$ cat src/rtl/cu_sequencer.sv
// cu_sequencer
//   Control unit for the InMux / RegFile / ALU / OutMux datapath. One start
//   request runs one of four operations on InA/InB: ADD, SUB (A-B),
//   ABS (|A-B|) or SATSUB (max(A-B,0)). Subtraction is built as
//   A + (~B + 1) using the ALU XOR and ADD operations. The ABS correction
//   path negates the difference the same way.
//
// Ports
//   clk, reset     clock, asynchronous active-high reset
//   start          operation request, sampled in IDLE only
//   mode[1:0]      0=ADD 1=SUB 2=ABS 3=SATSUB, latched with start
//   co, z          ALU carry-out / zero flags, consulted in CHECK
//   busy           high in every state except IDLE
//   done           one-cycle completion pulse
//   we             register-file write enable
//   ins_sel[1:0]   ALU op: 0=pass 1=XOR 2=ADD
//   in_mux_add     0=InA 1=InB 2=cu_const 3=ALUout 4=RegOut
//   out_mux_add    register-file read address
//   reg_add        write address: 0=Out 1=ALUinA 2=ALUinB 3=scratch
//   cu_const       constant injected into the datapath
//
// All control outputs are registered. They are decoded from the next state,
// so each output is valid in the same cycle as the state it belongs to.

module cu_sequencer #(
  parameter int W    = 8,
  parameter int RA_W = 4
) (
  input  logic            clk,
  input  logic            reset,
  input  logic            start,
  input  logic [1:0]      mode,
  input  logic            co,
  input  logic            z,
  output logic            busy,
  output logic            done,
  output logic            we,
  output logic [1:0]      ins_sel,
  output logic [2:0]      in_mux_add,
  output logic [RA_W-1:0] out_mux_add,
  output logic [RA_W-1:0] reg_add,
  output logic [W-1:0]    cu_const
);

  typedef enum logic [3:0] {
    S_IDLE   = 4'd0,
    S_LOAD_A = 4'd1,
    S_LOAD_B = 4'd2,
    S_NB_X   = 4'd3,
    S_NB_XW  = 4'd4,
    S_NB_I   = 4'd5,
    S_NB_IW  = 4'd6,
    S_ADD_R  = 4'd7,
    S_CHECK  = 4'd8,
    S_R_W    = 4'd9,
    S_R_X    = 4'd10,
    S_R_XW   = 4'd11,
    S_R_I    = 4'd12,
    S_OUT    = 4'd13,
    S_ZERO   = 4'd14,
    S_DONE   = 4'd15
  } state_t;

  typedef struct packed {
    logic            busy;
    logic            done;
    logic            we;
    logic [1:0]      ins_sel;
    logic [2:0]      in_mux;
    logic [RA_W-1:0] out_mux;
    logic [RA_W-1:0] reg_add;
    logic [W-1:0]    cu_const;
  } ctrl_t;

  localparam logic [1:0] MODE_ADD = 2'd0;
  localparam logic [1:0] MODE_SUB = 2'd1;
  localparam logic [1:0] MODE_ABS = 2'd2;

  state_t     state_q, state_n;
  logic [1:0] mode_q;
  ctrl_t      ctrl_q, ctrl_n;

  // Control word for a given state; anything not set stays 0.
  function automatic ctrl_t decode(input state_t s);
    ctrl_t c;
    c      = '0;
    c.busy = (s != S_IDLE);
    case (s)
      S_LOAD_A: begin
        c.we = 1'b1; c.in_mux = 3'd0; c.reg_add = RA_W'(3);
      end
      S_LOAD_B: begin
        c.we = 1'b1; c.in_mux = 3'd1; c.reg_add = RA_W'(1);
      end
      S_NB_X, S_R_X: begin
        c.we = 1'b1; c.in_mux = 3'd2; c.reg_add = RA_W'(2);
        c.cu_const = '1; c.ins_sel = 2'd1;
      end
      S_NB_XW, S_NB_IW, S_R_W, S_R_XW: begin
        c.we = 1'b1; c.in_mux = 3'd3; c.reg_add = RA_W'(1);
      end
      S_NB_I, S_R_I: begin
        c.we = 1'b1; c.in_mux = 3'd2; c.reg_add = RA_W'(2);
        c.cu_const = W'(1); c.ins_sel = 2'd2;
      end
      S_ADD_R: begin
        c.we = 1'b1; c.in_mux = 3'd4; c.out_mux = RA_W'(3);
        c.reg_add = RA_W'(2); c.ins_sel = 2'd2;
      end
      S_CHECK: begin
        c.ins_sel = 2'd2; c.out_mux = RA_W'(3);
      end
      S_OUT: begin
        c.we = 1'b1; c.in_mux = 3'd3; c.reg_add = RA_W'(0);
      end
      S_ZERO: begin
        c.we = 1'b1; c.in_mux = 3'd2; c.cu_const = '0; c.reg_add = RA_W'(0);
      end
      S_DONE: begin
        c.done = 1'b1;
      end
      default: c = '0;
    endcase
    return c;
  endfunction

  always_comb begin
    state_n = state_q;
    case (state_q)
      S_IDLE:   if (start) state_n = S_LOAD_A;
      S_LOAD_A: state_n = S_LOAD_B;
      S_LOAD_B: state_n = (mode_q == MODE_ADD) ? S_ADD_R : S_NB_X;
      S_NB_X:   state_n = S_NB_XW;
      S_NB_XW:  state_n = S_NB_I;
      S_NB_I:   state_n = S_NB_IW;
      S_NB_IW:  state_n = S_ADD_R;
      S_ADD_R:  state_n = S_CHECK;
      // co=1 means A>=B, z=1 means A==B; only ABS/SATSUB act on them.
      S_CHECK: begin
        if (mode_q == MODE_ADD || mode_q == MODE_SUB || co || z)
          state_n = S_OUT;
        else if (mode_q == MODE_ABS)
          state_n = S_R_W;
        else
          state_n = S_ZERO;
      end
      S_R_W:    state_n = S_R_X;
      S_R_X:    state_n = S_R_XW;
      S_R_XW:   state_n = S_R_I;
      S_R_I:    state_n = S_OUT;
      S_OUT:    state_n = S_DONE;
      S_ZERO:   state_n = S_DONE;
      S_DONE:   state_n = S_IDLE;
      default:  state_n = S_IDLE;
    endcase
    ctrl_n = decode(state_n);
  end

  always_ff @(posedge clk or posedge reset) begin
    if (reset) begin
      state_q <= S_IDLE;
      mode_q  <= 2'd0;
      ctrl_q  <= '0;
    end else begin
      state_q <= state_n;
      ctrl_q  <= ctrl_n;
      if (state_q == S_IDLE && start) mode_q <= mode;
    end
  end

  assign busy        = ctrl_q.busy;
  assign done        = ctrl_q.done;
  assign we          = ctrl_q.we;
  assign ins_sel     = ctrl_q.ins_sel;
  assign in_mux_add  = ctrl_q.in_mux;
  assign out_mux_add = ctrl_q.out_mux;
  assign reg_add     = ctrl_q.reg_add;
  assign cu_const    = ctrl_q.cu_const;

endmodule

$ cat config.mk
export PLATFORM = sky130hd
export DESIGN_NAME = cu_sequencer
export DESIGN_NICKNAME = d
export VERILOG_FILES = /design/src/rtl/cu_sequencer.sv
export SDC_FILE = /design/constraint.sdc
export NUM_CORES = 1
export LEC_CHECK = 0
export CAP_MARGIN = 15
export CORE_ASPECT_RATIO = 1.2
export CORE_MARGIN = 2
export CORE_UTILIZATION = 49
export DETAILED_ROUTE_END_ITERATION = 16
export PLACE_DENSITY = 0.85
export SLEW_MARGIN = 10
export SYNTH_ARGS = -nofsm -noshare
export SYNTH_HDL_FRONTEND = slang
export SYNTH_SLANG_ARGS = --single-unit
export TNS_END_PERCENT = 1
$ cat constraint.sdc
create_clock -name clk -period 2.1 [get_ports clk]
set_input_delay 0.42 -clock clk [delete_from_list [all_inputs] [get_ports clk]]
set_output_delay 0.42 -clock clk [all_outputs]
set_load 0.02 [all_outputs]
==> results.py <==
metrics = {
    "floorplan": {
        "fp.dieW_um": 45.70,
        "die_h_um": 54.04,
        "fp.dieArea_um2": 2469,
        "core-area_um2": 2004,
        "rows": 18,
        "start_util_pct": 51.00,
        "top_level_ports": 31,
    },
    "synth": {
        "avgSynthCellArea_um2": 9.829,
        "ys_ff_latch": 19,
        "yosysMostFrequentCell": "dfrtp_1",
        "async_reset_ff_share_pct": 100.0,
        "synth-seq-area-share_pct": 46.51,
        "syn_area_um2": 1022,
        "ys.warnings.count": 0,
        "synthCells": 104,
        "yosysTopAreaCellShare_pct": 46.51,
        "synth_top_cell_by_area": "dfrtp_1",
        "synthTopCellsByArea": "dfrtp_1, buf_4, a21oi_1",
        "synth_common_cells": "dfrtp_1, buf_4, nand2_1, a21oi_1, nor2_1",
        "synth_cell_type_count": 38,
        "synth_edf_count": 0,
        "synthFlopType": "dfrtp_1",
    },
    "clock_network": {
        "hold_buffers": 0,
        "clk_latency_ps": 300,
        "cts_resized": 0,
        "cts_max_level": 1,
        "cts_num_sinks": 19,
        "cts.path.max_buffers": 2,
        "clk_pin_slew_ps": 90,
        "cts-root-buf": "clkbuf_4",
        "cts_tree": "done",
        "cts_buffers": 3,
        "cts_setup_buffers": 0,
    },
    "global_route": {
        "gr-total-overflow": 0,
        "grt_start_max_net_pins": 20,
        "grt_antenna_before_repair": 0,
        "grt_use_total_pct": 17.27,
        "grt_pass1_vias": 670,
        "grt_pass1_wl_mm": 2.973,
    },
    "hold_path": {
        "min_path_type": "input pin to asynchronous set/reset pin",
    },
    "layout": {
        "register_area_um2": 475.5,
        "fillCellCount": 167,
        "final_nets": 129,
        "insertedDiodeCount": 0,
        "drive_gt1_share_pct": 11.57,
        "multiInputGateArea_um2": 427.9,
        "fin_area_um2": 1245,
        "post-route-util_pct": 62.11,
        "area_delta_synth_final_pct": 21.79,
    },
    "placed_design": {
        "gp_congestion": 0.9525,
        "numPortBuffers": 26,
        "placedInstanceArea_um2": 1219,
        "dpl.hpwl_mm": 1.338,
    },
    "power": {
        "powerDensity_nw_per_um2": 1670,
        "leakage_nw": 0.5336,
        "peakVddDrop_uv": 1015,
    },
    "worst_setup_path": {
        "cp.depth": 1,
        "worstSetupStartpointType": "register",
        "crit_type": "register to output pin",
        "critical_path.top_delay_family": "buffers and inverters",
        "cp.required_ps": 1680,
        "crit_buf_inv": 1,
        "path_cells": "clkdlybuf4s50_1",
        "worst_setup_path_end_kind": "output pin",
        "critical_path.slowest_cell": "clkdlybuf4s50_1",
        "crit_fanout": 7,
        "worstPathArrival_ps": 1370,
        "rr_worst_depth": 4,
        "max_stage_delay_ps": 640,
    },
    "sta": {
        "rsz0062_at_grt": "false",
        "final.period_utilization_pct": 85.14,
        "worst_pin_slew_ps": 655.9,
        "max_slew_margin_pct": 56.22,
        "hold_viol_final": 0,
        "slew_viol_final": 0,
        "period_minus_slack_ps": 1788,
        "setup_violations": 0,
        "fin_tns_setup_ps": 0,
        "skew_ps": 3.903,
        "fmax_mhz": 559.3,
    },
    "routing": {
        "wl_mm": 1.743,
        "via_per_inst": 5.433,
        "via_count": 766,
        "drc": 0,
        "first_pass_iters": 4,
        "drtIter0Drc": 25,
        "wire_per_inst_um": 12.36,
        "antenna_left": 0,
    },
    "outcome": {
        "outcome": "complete, no violations",
    },
    "job": {
        "drv_cap": 0,
    },
}
## cell usage in the layout, fill, tap and decap left out, drive strengths merged, types with 4 or more instances in the layout
| cell | n |
|---|---|
| a21oi | 7 |
| clkbuf | 4 |
| clkdlybuf4s50 | 26 |
| conb | 4 |
| dfrtp | 19 |
| inv | 4 |
| nand2 | 9 |
| nor2 | 7 |
| nor3 | 4 |
| o21ai | 5 |
## flip-flops by register name (all words and copies together), names as in the netlist, 2 cells and up
signal and count:
ins_sel 2, reg_add 2, in_mux_add 3, cu_const 2, state_q 4, mode_q 2
## cell families after synthesis
| family | after synthesis | share of synthesized area (%) |
|---|---|---|
| other | 1 | 0.3668 |
| AO/OA/AOI/OAI | 25 | 18.48 |
| AND/OR/NAND/NOR | 31 | 16.04 |
| adder cells (fa/ha/maj) | 1 | 1.102 |
| buffers and inverters | 22 | 12.73 |
| XOR/XNOR | 3 | 2.571 |
| multiplexers | 2 | 2.203 |
| flip-flops | 19 | 46.51 |
## report_power, final
part | total [mW] | internal, mW | switching [mW]
registers | 0.717 | 0.525 | 0.192
clock network | 0.178 | 0.0742 | 0.104
logic | 1.18 | 0.584 | 0.600
## final timing paths
check	startpoint	end	slack (ps)
max	cu_const[6]	cu_const[5]	310
min	reset	ins_sel[1]	510
max reg2reg	state_q[2]	we	470
min reg2reg	mode_q[1]	mode_q[1]	620
max in group asynchronous	reset	mode_q[1]	1170
min in group clk	mode_q[1]	mode_q[1]	620
## cell type report
type                            count  share of cell area (%)
Timing Repair Buffer               28                   22.11
Inverter                            4                   1.206
Tap cell                           20                   2.010
Sequential cell                    19                   38.19
Multi-Input combinational cell     66                   34.37
Clock buffer                        4                   2.111
## stage by stage
stage	hold slack, ps	std cells	total power, mW	worst slack [ps]
finish	506.9	141	2.079	312.0
detailed placement	596.6	137	1.908	291.0
CTS	524.6	141	2.092	278.3
global route	572.2	141	2.238	231.8
floorplan	371.1	107	1.576	804.7
global placement	587.4	137	1.879	297.1
## layer usage
metal / track usage (%) / vias up / routed length [um]
met5: 0 / - / 0
met4: 10.00 / 0 / 40
met3: 4.362 / 3 / 135
met2: 27.00 / 43 / 823
met1: 21.37 / 339 / 743
li1: - / 381 / -
(Power assumes the default switching activity.)
